==> config.mk <==
export PLATFORM = sky130hd
export DESIGN_NAME = fetch_attr_fifo_param
export DESIGN_NICKNAME = d
export VERILOG_FILES = /design/src/rtl/fetch_attr_fifo_param.sv
export SDC_FILE = /design/constraint.sdc
export NUM_CORES = 1
export LEC_CHECK = 0
export BUFFER_PORTS_ARGS = -buffer_cell sky130_fd_sc_hd__buf_4
export CAP_MARGIN = 10
export CELL_PAD_IN_SITES_DETAIL_PLACEMENT = 0
export CELL_PAD_IN_SITES_GLOBAL_PLACEMENT = 1
export CORE_ASPECT_RATIO = 0.75
export CORE_MARGIN = 3
export CORE_UTILIZATION = 24
export CTS_BUF_LIST = sky130_fd_sc_hd__clkbuf_4
export CTS_CLUSTER_DIAMETER = 120
export DETAILED_ROUTE_END_ITERATION = 16
export PLACE_DENSITY_LB_ADDON = 0.1
export SYNTH_ARGS = -nofsm -noshare
export SYNTH_HDL_FRONTEND = slang
export SYNTH_SLANG_ARGS = --single-unit
==> constraint.sdc <==
create_clock -name clk -period 2.9 [get_ports clk]
set_input_delay 0.58 -clock clk [delete_from_list [all_inputs] [get_ports clk]]
set_output_delay 0.58 -clock clk [all_outputs]
set_load 0.01 [all_outputs]
==> src/rtl/fetch_attr_fifo_param.sv <==
// fetch_attr_fifo_param: parameterised synchronous FIFO for fetch attributes.
// Ports: clk, rst (async active-low), flush, push/data_in, pop, data_out,
//        valid, full, almost_full, count, overflow_err, underflow_err.
// Optional macro FETCH_ATTR_FIFO_ERR_FLAGS_EN adds sticky error flags.
module fetch_attr_fifo_param #(
    parameter int DATA_WIDTH         = 32,
    parameter int FIFO_DEPTH         = 4,
    parameter int ALMOST_FULL_THRESH = FIFO_DEPTH - 1,
    localparam int CW                = $clog2(FIFO_DEPTH + 1)
) (
    input  logic                  clk,
    input  logic                  rst,
    input  logic                  flush,
    input  logic                  push,
    input  logic [DATA_WIDTH-1:0] data_in,
    input  logic                  pop,
    output logic [DATA_WIDTH-1:0] data_out,
    output logic                  valid,
    output logic                  full,
    output logic                  almost_full,
    output logic [CW-1:0]         count,
    output logic                  overflow_err,
    output logic                  underflow_err
);

    logic          arm_q, arm_d;
    logic [CW-1:0] count_q, count_d;
    logic          push_ok;
    logic          pop_ok;

    assign count       = count_q;
    assign valid       = (count_q != '0);
    assign full        = (count_q == CW'(FIFO_DEPTH));
    assign almost_full = (int'(count_q) >= ALMOST_FULL_THRESH);

    // arm_q holds off push/pop on the first edge after reset release.
    assign push_ok = arm_q && !flush && push && (!full || pop);
    assign pop_ok  = arm_q && !flush && pop && valid;

    always_comb begin
        arm_d   = 1'b1;
        count_d = count_q;
        if (flush) begin
            count_d = '0;
        end else begin
            unique case ({push_ok, pop_ok})
                2'b10:   count_d = count_q + CW'(1);
                2'b01:   count_d = count_q - CW'(1);
                default: count_d = count_q;
            endcase
        end
    end

    always_ff @(posedge clk or negedge rst) begin
        if (!rst) begin
            arm_q   <= 1'b0;
            count_q <= '0;
        end else begin
            arm_q   <= arm_d;
            count_q <= count_d;
        end
    end

    generate
        if (FIFO_DEPTH == 1) begin : g_single
            // count_q doubles as the valid bit of the single entry.
            logic [DATA_WIDTH-1:0] data_q;

            always_ff @(posedge clk) begin
                if (push_ok) data_q <= data_in;
            end

            assign data_out = data_q;
        end else begin : g_multi
            localparam int IW = $clog2(FIFO_DEPTH);

            logic [DATA_WIDTH-1:0] mem_q [FIFO_DEPTH];
            logic [IW-1:0]         rd_q, rd_d;
            logic [IW-1:0]         wr_q, wr_d;

            always_comb begin
                rd_d = rd_q;
                wr_d = wr_q;
                if (flush) begin
                    rd_d = '0;
                    wr_d = '0;
                end else begin
                    if (pop_ok) begin
                        rd_d = (rd_q == IW'(FIFO_DEPTH - 1)) ? '0
                                                             : rd_q + IW'(1);
                    end
                    if (push_ok) begin
                        wr_d = (wr_q == IW'(FIFO_DEPTH - 1)) ? '0
                                                             : wr_q + IW'(1);
                    end
                end
            end

            always_ff @(posedge clk or negedge rst) begin
                if (!rst) begin
                    rd_q <= '0;
                    wr_q <= '0;
                end else begin
                    rd_q <= rd_d;
                    wr_q <= wr_d;
                end
            end

            // At full with a pop, wr_q equals rd_q, so the new entry
            // lands in the slot being freed.
            always_ff @(posedge clk) begin
                if (push_ok) mem_q[wr_q] <= data_in;
            end

            assign data_out = mem_q[rd_q];
        end
    endgenerate

`ifdef FETCH_ATTR_FIFO_ERR_FLAGS_EN
    logic ovf_q, ovf_d;
    logic unf_q, unf_d;

    always_comb begin
        ovf_d = ovf_q | (arm_q && !flush && push && full && !pop);
        unf_d = unf_q | (arm_q && !flush && pop && !valid);
    end

    always_ff @(posedge clk or negedge rst) begin
        if (!rst) begin
            ovf_q <= 1'b0;
            unf_q <= 1'b0;
        end else begin
            ovf_q <= ovf_d;
            unf_q <= unf_d;
        end
    end

    assign overflow_err  = ovf_q;
    assign underflow_err = unf_q;
`else
    assign overflow_err  = 1'b0;
    assign underflow_err = 1'b0;
`endif

endmodule

==> metrics.yaml <==
fin_nets: 361
first_pass_iters: 4
grt_max_degree: 35
synth_ff_type: "edfxtp_1"
cts.sinks: 136
hold_viol_final: 0
tightestPinTransition_ns: 0.5671
slowest_stage: "dfrtp_4"
placed_area_um2: 6132
clock.fmax_ghz: 0.3885
yosys_warnings: 0
die_h_um: 133.1
endpoint_kind: "output pin"
worstPathRequired_ns: 2.32
boundaryPins: 77
slew_headroom: 0.6220
cpPeakStageDelay_ns: 0.83
p_sw_mw: 0.8556
drtAntennaViolNets: 0
final_area_um2: 6486
port_buffers: 74
ctsLongestPathBuffers: 2
stdcell_count: 615
fin_tns_setup_ns: 0
start_util: 0.2502
antenna_found_initial: 1
num_vias: 2466
maxCapViolCount: 0
dieArea_um2: 23360
post-place-cells: 578
seqPwrFrac: 0.580
crit_fanout: 34
critPathBufInv: 1
min_path_type: "input port to register"
place_ws_ns: 0.5017
core_um2: 20660
peakVddDrop_mv: 0.2091
synth-seq-cells: 136
ys_seq_area_frac: 0.7822
startpoint_type: "register"
vias_per_cell: 4.010
dieWidth_um: 175.5
min_period_ns: 2.574
grt_pass1_vias: 2675
total_power_mw: 3.759
crit_chain: "mux4_2, buf_4"
fin_skew_ns: 0.01952
crit_family: "flip-flops"
synth_cell_types: 31
rsz0062_at_grt: "no"
clockRootBuffer: "clkbuf_4"
gp_congestion: 0.6430
mostFrequentLayoutCell: "edfxtp_1"
fin_crit_sh: 0.8875
cts_buffers: 17
setup_viol: 0
cts_max_level: 4
worstPathArrival_ns: 1.99
p_int_mw: 2.903
grt_pass1_wl_mm: 16.73
rows: 45
synthArstFlopShare: 0.05882
wl_mm: 10.94
synth_area_um2: 5170
p_leak_nw: 2.166
swShare: 0.2276
grt_usage: 0.09931
synthCells: 222
drtIter0Drc: 152
route.detailed.drc: 0
drive_above_1_share: 0.4894
clock_power_share: 0.362
area_delta_synth_final_pct: 25.46
overflow: 0
power_frac_comb: 0.058
clock_latency_ns: 0.52
layout_common_cells: "edfxtp_1, buf_4, mux4_2, clkbuf_4, dfrtp_1"
cts_tree: "built"
avgRoutedWirePerCell_um: 17.80
synth_edf_count: 128
hpwl_mm: 6.950
powerDensity_nw_per_um2: 579.5
status: "finished clean"
clk_pin_slew_ns: 0.13
crit_type: "register to output pin"
drv_slew: 0
synth_area_per_cell_um2: 23.29
timing.final.ws_setup_ns: 0.3261
-- layer usage --
metal	GRT usage	share of wire	vias up
met4	0.03560	0.015	0
li1	-	-	1120
met1	0.1335	0.47	1270
met2	0.1473	0.45	64
met3	0.03789	0.063	12
met5	0	0	-
-- registers in the layout, indices dropped and copies added (netlist names) --
register / cells
count: 3
g_multi.rd_q: 2
arm_q: 1
g_multi.wr_q: 2
g_multi.mem_q: 128
-- what timing repair did --
action	CTS	global route
endpoints found under the setup margin	23	0
hold buffers	1	0
endpoints found under the hold margin	8	0
resized for setup	2	0
buffers inserted	2	0
-- worst reg2reg max path, cell delays in order, from the launching register on --
cell	delay, ns
dfrtp_1	0.57
o31a_1	0.29
nor3b_2	0.44
fa_1	0.29
mux2i_2	0.24
mux2i_1	0.20
-- path summary, 6_finish.rpt --
path	slack [ns]	startpoint	endpoint	cells after the start
min reg2reg	0.58	arm_q	g_multi.rd_q[1]	2
min	0.25	data_in[15]	g_multi.mem_q[3][15]	1
min in group asynchronous	0.39	rst	count[0]	2
max in group asynchronous	2.36	rst	g_multi.rd_q[1]	2
max reg2reg	0.79	count[0]	count[2]	5
max	0.33	g_multi.rd_q[1]	data_out[17]	2
-- logic make-up after synthesis --
| family | share of synthesized area |
|---|---|
| DFF | 0.7822 |
| adders and majority gates | 0.01597 |
| AOI/OAI and AO/OA | 0.009439 |
| buffers and inverters | 0.01186 |
| muxes | 0.1479 |
| and+or+nand+nor | 0.03122 |
| other | 0.001453 |
-- synth_stat cells (2+ instances only) --
cell type | number | area share
nor3_1 | 2 | 0.0019
buf_2 | 4 | 0.0039
nor3b_2 | 2 | 0.0048
clkbuf_1 | 4 | 0.0029
a21oi_1 | 2 | 0.0019
nor2_1 | 3 | 0.0022
nand2_1 | 3 | 0.0022
and2_1 | 4 | 0.0048
ha_1 | 5 | 0.012
mux4_2 | 32 | 0.14
inv_1 | 3 | 0.0022
mux2i_1 | 3 | 0.0058
conb_1 | 2 | 0.0015
buf_4 | 2 | 0.0029
dfrtp_1 | 8 | 0.039
edfxtp_1 | 128 | 0.74
-- layout make-up --
cell class	count	area, µm²
clock inverters	15	191.4
multi-input cells	74	1074
repair buffers	86	673.1
inverters	3	11.26
flip-flops and latches	136	4051
fillers	2023	14180
diodes	2	5.005
clock buffers	17	127.6
well taps	282	352.8
-- power groups by stage --
stage	registers, mW	clock network [mW]	logic [mW]
floorplan	2.22	0	0.0921
global route	2.18	1.51	0.238
CTS	2.18	1.44	0.224
finish	2.18	1.36	0.216
detailed placement	2.23	0	0.216
global placement	2.23	0	0.216
-- per-stage QoR --
step / hold slack [ns] / util
6_report: 0.2464 / 0.3139
3_3_place_gp: 0.4114 / 0.2968
4_1_cts: 0.1751 / 0.3137
5_1_grt: 0.1767 / 0.3139
3_5_place_dp: 0.4090 / 0.2968
2_1_floorplan: 0.2844 / -
Note: power is estimated with default switching activity, not from simulation.
